**src/rtl/memory_bank_pkg.sv**
```systemverilog
// Shared types and helpers for the memory bank: FSM state encoding and
// sweep-index sizing.
package memory_bank_pkg;

  // Bank operating state: normal access or zeroing sweep in progress.
  typedef enum logic [0:0] {
    IDLE  = 1'b0,
    SWEEP = 1'b1
  } state_t;

  // Bit width needed to count 0..n-1, never less than one bit so that a
  // counter register always exists.
  function automatic int clog2_min1(input int n);
    return (n <= 2) ? 1 : $clog2(n);
  endfunction

  // Sweep index width for the default bank depth; instances size their own
  // index from their DEPTH with clog2_min1.
  localparam int DEFAULT_DEPTH = 4;
  localparam int SWEEP_IDX_W   = clog2_min1(DEFAULT_DEPTH);

endpackage

```
**src/rtl/memory_word.sv**
```systemverilog
// One storage word: a WIDTH-bit enabled register plus a "written" flag.
// Reset clears only the flag; the data register keeps its contents.
module memory_word
  import memory_bank_pkg::*;
#(
  parameter int WIDTH = 8
) (
  input  logic             clk,
  input  logic             reset,
  input  logic             we,
  input  logic             zero,
  input  logic [WIDTH-1:0] wdata,
  output logic [WIDTH-1:0] word,
  output logic             flag
);

  logic [WIDTH-1:0] word_reg;
  logic             flag_reg;

  // Data register: sweep zeroing wins over a write; not affected by reset.
  always_ff @(posedge clk) begin
    if (zero) begin
      word_reg <= '0;
    end else if (we) begin
      word_reg <= wdata;
    end
  end

  // Written flag: set by a write, cleared by reset or by the sweep.
  always_ff @(posedge clk) begin
    if (reset) begin
      flag_reg <= 1'b0;
    end else if (zero) begin
      flag_reg <= 1'b0;
    end else if (we) begin
      flag_reg <= 1'b1;
    end
  end

  assign word = word_reg;
  assign flag = flag_reg;

endmodule

```
**src/rtl/memory_bank.sv**
```systemverilog
// DEPTH x WIDTH memory bank with synchronous write, registered read,
// per-word written flags and a multi-cycle clear sweep.
module memory_bank
  import memory_bank_pkg::*;
#(
  parameter int WIDTH = 8,
  parameter int DEPTH = 4,
  parameter int AW    = $clog2(DEPTH)
) (
  input  logic             clk,
  input  logic             reset,
  input  logic [WIDTH-1:0] data,
  input  logic [AW-1:0]    addr,
  input  logic             store,
  input  logic             load,
  input  logic             clear,
  output logic [WIDTH-1:0] memory,
  output logic             mem_valid,
  output logic             hit,
  output logic             busy,
  output logic             reject
);

  localparam int IW = clog2_min1(DEPTH);

  state_t           state_reg, state_next;
  logic [IW-1:0]    idx_reg, idx_next;
  logic [WIDTH-1:0] memory_reg;
  logic             mem_valid_reg, hit_reg, reject_reg;

  logic [WIDTH-1:0] word_q [DEPTH];
  logic [DEPTH-1:0] flag_q;
  logic [WIDTH-1:0] rd_word;
  logic             rd_flag;
  logic             sweeping, addr_ok, store_ok, load_ok, reject_next, last_idx;

  // Request qualification and next-state logic for the sweep FSM.
  always_comb begin
    sweeping    = (state_reg == SWEEP);
    addr_ok     = (int'(addr) < DEPTH);
    store_ok    = store && !sweeping && !clear && addr_ok;
    load_ok     = load && !sweeping && !clear && addr_ok;
    // One pulse per cycle, whether one or both requests were dropped.
    reject_next = (store || load) && (sweeping || clear || !addr_ok);
    last_idx    = (idx_reg == IW'(DEPTH - 1));
    state_next  = state_reg;
    idx_next    = idx_reg;
    if (sweeping) begin
      if (last_idx) begin
        state_next = IDLE;
        idx_next   = '0;
      end else begin
        idx_next = idx_reg + 1'b1;
      end
    end else if (clear) begin
      state_next = SWEEP;
      idx_next   = '0;
    end
  end

  // Word storage; reset suppresses both writes and sweep zeroing that cycle.
  generate
    for (genvar gi = 0; gi < DEPTH; gi++) begin : g_word
      memory_word #(.WIDTH(WIDTH)) u_word (
        .clk   (clk),
        .reset (reset),
        .we    (store_ok && (addr == AW'(gi)) && !reset),
        .zero  (sweeping && (idx_reg == IW'(gi)) && !reset),
        .wdata (data),
        .word  (word_q[gi]),
        .flag  (flag_q[gi])
      );
    end
  endgenerate

  // Read mux: selects the pre-edge word/flag, giving read-before-write.
  always_comb begin
    rd_word = '0;
    rd_flag = 1'b0;
    for (int i = 0; i < DEPTH; i++) begin
      if (addr == AW'(i)) begin
        rd_word = word_q[i];
        rd_flag = flag_q[i];
      end
    end
  end

  // FSM state and sweep index registers.
  always_ff @(posedge clk) begin
    if (reset) begin
      state_reg <= IDLE;
      idx_reg   <= '0;
    end else begin
      state_reg <= state_next;
      idx_reg   <= idx_next;
    end
  end

  // Registered read port and status pulses; memory holds between loads.
  always_ff @(posedge clk) begin
    if (reset) begin
      memory_reg    <= '0;
      mem_valid_reg <= 1'b0;
      hit_reg       <= 1'b0;
      reject_reg    <= 1'b0;
    end else begin
      mem_valid_reg <= load_ok;
      reject_reg    <= reject_next;
      if (load_ok) begin
        memory_reg <= rd_word;
        hit_reg    <= rd_flag;
      end
    end
  end

  assign memory    = memory_reg;
  assign mem_valid = mem_valid_reg;
  assign hit       = hit_reg;
  assign reject    = reject_reg;
  assign busy      = sweeping;

endmodule

```
**config.mk**
```make
export PLATFORM = sky130hd
export DESIGN_NAME = memory_bank
export DESIGN_NICKNAME = d
export VERILOG_FILES = /design/src/rtl/memory_bank_pkg.sv /design/src/rtl/memory_word.sv /design/src/rtl/memory_bank.sv
export SDC_FILE = /design/constraint.sdc
export NUM_CORES = 1
export LEC_CHECK = 0
export ABC_AREA = 1
export CORE_MARGIN = 4
export CORE_UTILIZATION = 28
export CTS_BUF_LIST = sky130_fd_sc_hd__clkbuf_4 sky130_fd_sc_hd__clkbuf_8 sky130_fd_sc_hd__clkbuf_16
export DETAILED_ROUTE_END_ITERATION = 12
export SLEW_MARGIN = 20
export SYNTH_ARGS = -nofsm -noshare
export SYNTH_HDL_FRONTEND = slang
export SYNTH_SLANG_ARGS = --single-unit
```
**constraint.sdc**
```tcl
create_clock -name clk -period 1.15 [get_ports clk]
set_clock_uncertainty 0.15 [all_clocks]
set_input_delay 0.23 -clock clk [delete_from_list [all_inputs] [get_ports clk]]
set_output_delay 0.23 -clock clk [all_outputs]
set_load 0.01 [all_outputs]
```
; Yosys cells after proc, flatten, opt, wreduce, memory -nomap -nowiden
; Cells that the tools add are included.
[word_totals]
out_inout_bits = 12
word_cells = 68
regBits = 50
[classes]
n_reduce_logical = 33
n_eq_ne = 6
add_sub_neg = 1
n_mux = 14
[ops]
columns = op, n
row1 = 8-bit 2-to-1 mux, 4
row2 = 1-bit logical AND, 21
row3 = 2-bit equality test (second input constant), 4
row4 = 2-bit OR reduction, 4
row5 = 1-bit 2-to-1 mux, 7
row6 = 2-bit 2-to-1 mux, 3
row7 = 2-bit by 1-bit equality test with 1-bit output (second input constant), 2
row8 = 2-bit logical NOT, 2
row9 = 1-bit logical NOT, 3
row10 = 2-bit by 1-bit adder with 2-bit output (second input constant), 1
row11 = 1-bit logical OR, 2
row12 = 2-bit nonzero test, 1

; Depth between registers and ports, before layout
[depth]
depth_word = 5
mapped_depth = 7
mapped_depth_nobuf = 6

; Hierarchy
; A second synthesis with hierarchy kept.
[hier_totals]
cells_unflattened = 357
hier_area_um2 = 2418.6
[modules_own_cells]
columns = module, cells_each, seq_area_each_um2, n_inst, area_each_um2
row1 = memory_word, 54, 180.2, 4, 372.9
row2 = memory_bank, 141, 280.3, 1, 927.1

; Worst setup path before layout
; Ideal clock, no wire load.
[synth_timing]
kind = flip-flop to flip-flop
from = register state_reg (netlist: busy)
to = register memory_reg[2] (netlist: memory[2])
synth_period_minus_slack_ps = 1268
n_path_buf = 1
t_arrival_ps = 986
t_required_ps = 868
path_stages_with_launch = 7
path_slack_ps = -118
cell_sequence = dfxtp_1 > nor2_2 > nand2_1 > buf_2 > nor2_1 > nand2_1 > a21oi_1
[synth_via]
elab_chain_cells = 3
[synth_lines]
columns = item, line
row1 = start: declaration, memory_bank.sv:26  ; state_t state_reg, state_next;
row2 = start signal: assignment, memory_bank.sv:94  ; state_reg <= state_next;
row3 = 1-bit logical NOT, memory_bank.sv:42  ; load_ok = load && !sweeping && !clear && addr_ok;
row4 = 1-bit logical AND (2 in series), memory_bank.sv:42
row5 = end signal: assignment, memory_bank.sv:110  ; memory_reg <= rd_word;
row6 = end: declaration, memory_bank.sv:28  ; logic [WIDTH-1:0] memory_reg;
; No other way between the ends.
; A chain may end at the register's enable or synchronous reset.

; Worst setup path in the final report
[layout_timing]
from = register state_reg (netlist: busy)
to = register g_word[2].u_word.word_reg[0]
[layout_via]
elab_chain_cells = 5
elab_cells_between_ends = 7
[layout_lines]
columns = item, line
row1 = 1-bit logical NOT, memory_bank.sv:41  ; store_ok = store && !sweeping && !clear && addr_ok;
row2 = 1-bit logical AND (2 in series), memory_bank.sv:41
row3 = 1-bit logical AND (2 in series), memory_bank.sv:67  ; .we (store_ok && (addr == AW'(gi)) && !reset),
row4 = end signal: assignment, memory_word.sv:25  ; word_reg <= wdata;
row5 = end: declaration, memory_word.sv:17  ; logic [WIDTH-1:0] word_reg;
; Parallel ways exist; a longest one is shown, timed or not.

==> results.py <==
metrics = {
    "timing": {
        "fmax_ghz": 0.735,
        "fin_crit_ns": 1.36,
        "period_share_pct": 118,
        "holdWs_ns": 0.228,
        "tightest_slew_ns": 0.300,
        "setup_viol": 42,
        "tns_ns": -6.48,
        "rsz0062_at_grt": "true",
        "relSlewSlack_pct": 79.9,
        "hold_violations": 0,
        "slew_violations": 0,
        "timing.final.ws_setup_ns": -0.211,
    },
    "clock_network": {
        "clk_transition_reported_paths_ns": 0.09,
        "root_buffer": "clkbuf_8",
        "clk_latency_ns": 0.31,
        "cts_hold_buf": 0,
        "cts_tree": "built",
        "clock_path_buffers": 2,
        "cts.sinks": 50,
        "cts_max_level": 2,
        "cts_inserted_buffers": 5,
    },
    "detailed_routing": {
        "wire_per_inst_um": 15.7,
        "ant_nets": 0,
        "routed_wl_um": 7400,
        "vias": 2337,
        "firstDrtPassIters": 4,
        "vias_per_cell": 4.95,
        "drt_iter0_markers": 156,
        "drc_errors": 0,
    },
    "worst_setup_path": {
        "timing.rr.start": "busy$_SDFF_PP0_",
        "crit_slowest_cell": "dfxtp_4",
        "rrSetupSlack_ns": -0.21,
        "worstSetupEndpointType": "flip-flop",
        "critPathArrivalTime_ns": 1.40,
        "regToRegEndpoint": "g_word[2].u_word.word[0]$_SDFFE_PP0P_",
        "cp_num_buf_inv": 2,
        "worstSetupPathType": "flip-flop to flip-flop",
        "crit_fanout": 6,
        "critPathMaxStageDelay_ns": 0.38,
        "cp.required_ns": 1.19,
        "crit_family": "simple AND/OR/NAND/NOR gates",
        "crit_chain": "inv_4 > nand2_8 > nor2_8 > buf_12 > nand2_4 > nand2_1 > a21oi_1",
        "reg2regPathDepth": 7,
        "cp-start-kind": "flip-flop",
    },
    "global_route": {
        "grt_util_all_layers_pct": 15.5,
        "grt_max_degree": 16,
        "grt_pass1_wl_um": 10900,
        "grtUsageMet1_pct": 18.2,
        "antenna_found_initial": 0,
        "use_met3_pct": 3.13,
        "grt_remaining_overflow": 0,
        "grt.busiest_layer": "met2",
        "grt.met2_usage_pct": 27.4,
        "grt_pass1_vias": 2258,
    },
    "placed_design": {
        "dp_hpwl_um": 4590,
        "port-buffer-count": 26,
        "gp_congestion": 0.888,
        "pre_cts_slack_ns": -0.638,
    },
    "yosys": {
        "synthXorXnorAreaFrac_pct": 0,
        "yosysSeqAreaShare_pct": 45.9,
        "synth_top_family_by_area": "simple AND/OR/NAND/NOR gates",
        "ys_types": 20,
        "syn_nets": 308,
        "yosysTopAreaCellShare_pct": 45.9,
        "ys_ff_latch": 50,
        "synthMuxAreaShare_pct": 0,
        "syn_avg_cell_area_um2": 7.54,
        "synth_fa_ha_area_share_pct": 2.30,
        "synthCells": 289,
        "ys_warn_count": 0,
        "synthesis.area_mm2": 0.00218,
        "synth-simple-area-share_pct": 31.9,
        "synth_compound_area_share_pct": 14.0,
        "synthTopCellsByArea": "dfxtp_1, nand2_1, nand3_1",
        "yosys.area.top_type": "dfxtp_1",
    },
    "pwr": {
        "cellLeakagePower_nw": 1.42,
        "ir_worst_vdd_v": 0.000459,
        "powerDensity_mw_per_mm2": 1150,
    },
    "floorplanning": {
        "num_io_pins": 27,
        "die_h_um": 96.2,
        "core-area_mm2": 0.00741,
        "die_w_um": 96.2,
        "dieArea_mm2": 0.00926,
        "initial_core_util_pct": 29.4,
        "row_count": 31,
    },
    "cells_and_area": {
        "utilization_pct": 49.0,
        "multi_input_area_mm2": 0.00151,
        "largest_reg_flops": 32,
        "area_delta_synth_final_pct": 66.6,
        "nets": 391,
        "fillers": 684,
        "drive_gt1_share_pct": 51.5,
        "diodes": 0,
        "seq_area_mm2": 0.00102,
    },
    "hold_path": {
        "hold_path.startpoint": "store",
        "worstHoldEndpoint": "reject$_SDFF_PP0_",
        "hold_class": "primary input to flip-flop",
        "whs_path_depth": 3,
    },
    "outcome": {
        "status": "complete, but fails checks",
        "violations": "setup timing",
    },
    "run": {
        "drv_cap": 0,
    },
}
-- tightest hold or removal path, stage by stage --
cell,delay [ns]
dlygate4sd2_1,0.28
nor2_1,0.10
nor3_1,0.04
-- through the flow --
| step | power (mW) | instances | area (µm²) |
|---|---|---|---|
| 3_3_place_gp | 2.80 | 442 | 2840 |
| 5_1_grt | 4.39 | 472 | 3630 |
| 2_1_floorplan | 2.49 | 289 | 2210 |
| 3_5_place_dp | 2.82 | 442 | 2840 |
| 4_1_cts | 4.01 | 463 | 3290 |
| 6_report | 4.19 | 472 | 3630 |
-- placed cells by master (no fill, tap or decap), types with 10 or more instances in the layout --
| master | count |
|---|---|
| a21oi_1 | 25 |
| dfxtp_1 | 38 |
| nand2_2 | 18 |
| a21oi_2 | 22 |
| nor2_4 | 10 |
| buf_6 | 23 |
| nand3_2 | 15 |
| nand2_1 | 47 |
| nand3_1 | 33 |
| buf_4 | 36 |
-- layer usage --
layer,vias to the layer above,part of all wire (%)
met4,0,2.6
met2,57,52
met5,-,0
met3,17,4.5
li1,1142,-
met1,1121,40
-- cells by family after synthesis --
logic type | count (synthesis)
AOI/OAI and AO/OA | 61
adders and majority gates | 4
buffers and inverters | 23
DFF | 50
and+or+nand+nor | 151
-- worst max path at each step --
stage / start / to / cells after the start
after floorplan: busy$_SDFF_PP0_ / g_word[2].u_word.word[1]$_SDFFE_PP0P_ / 6
after global placement: addr[0] / g_word[2].u_word.word[7]$_SDFFE_PP0P_ / 7
after detailed placement: store / g_word[3].u_word.word[7]$_SDFFE_PP0P_ / 6
after CTS: busy$_SDFF_PP0_ / g_word[3].u_word.word[7]$_SDFFE_PP0P_ / 7
after global routing: busy$_SDFF_PP0_ / g_word[2].u_word.word[2]$_SDFFE_PP0P_ / 7
final: busy$_SDFF_PP0_ / g_word[2].u_word.word[0]$_SDFFE_PP0P_ / 7
-- cell type report --
type	count	area share, %
clock buffers	6	2.27
inverters	13	1.76
clock inverters	2	0.344
well taps	99	3.41
flip-flops and latches	50	28.2
multi-input cells	220	41.5
repair buffers	82	22.5
-- cells in the mapped netlist (all sizes together) --
master / n
nand2: 75
dfxtp: 50
nand3: 50
a21oi: 47
nor2: 22
o21ai: 14
inv: 12
buf: 9
ha: 4
or2: 3
clkbuf: 1
clkinv: 1
nor3: 1
-- report_power, final --
part | internal [mW] | switching, mW
registers | 1.96 | 0.158
clock network | 0.484 | 0.600
logic | 0.487 | 0.496
-- what timing repair did --
action / CTS / global route
cloned: 4 / 4
setup buffers: 9 / 7
resized for setup: 126 / 83
pin swaps: 29 / 21
endpoints found under the setup margin: 58 / 59
Power figures use the tool's default switching activity.
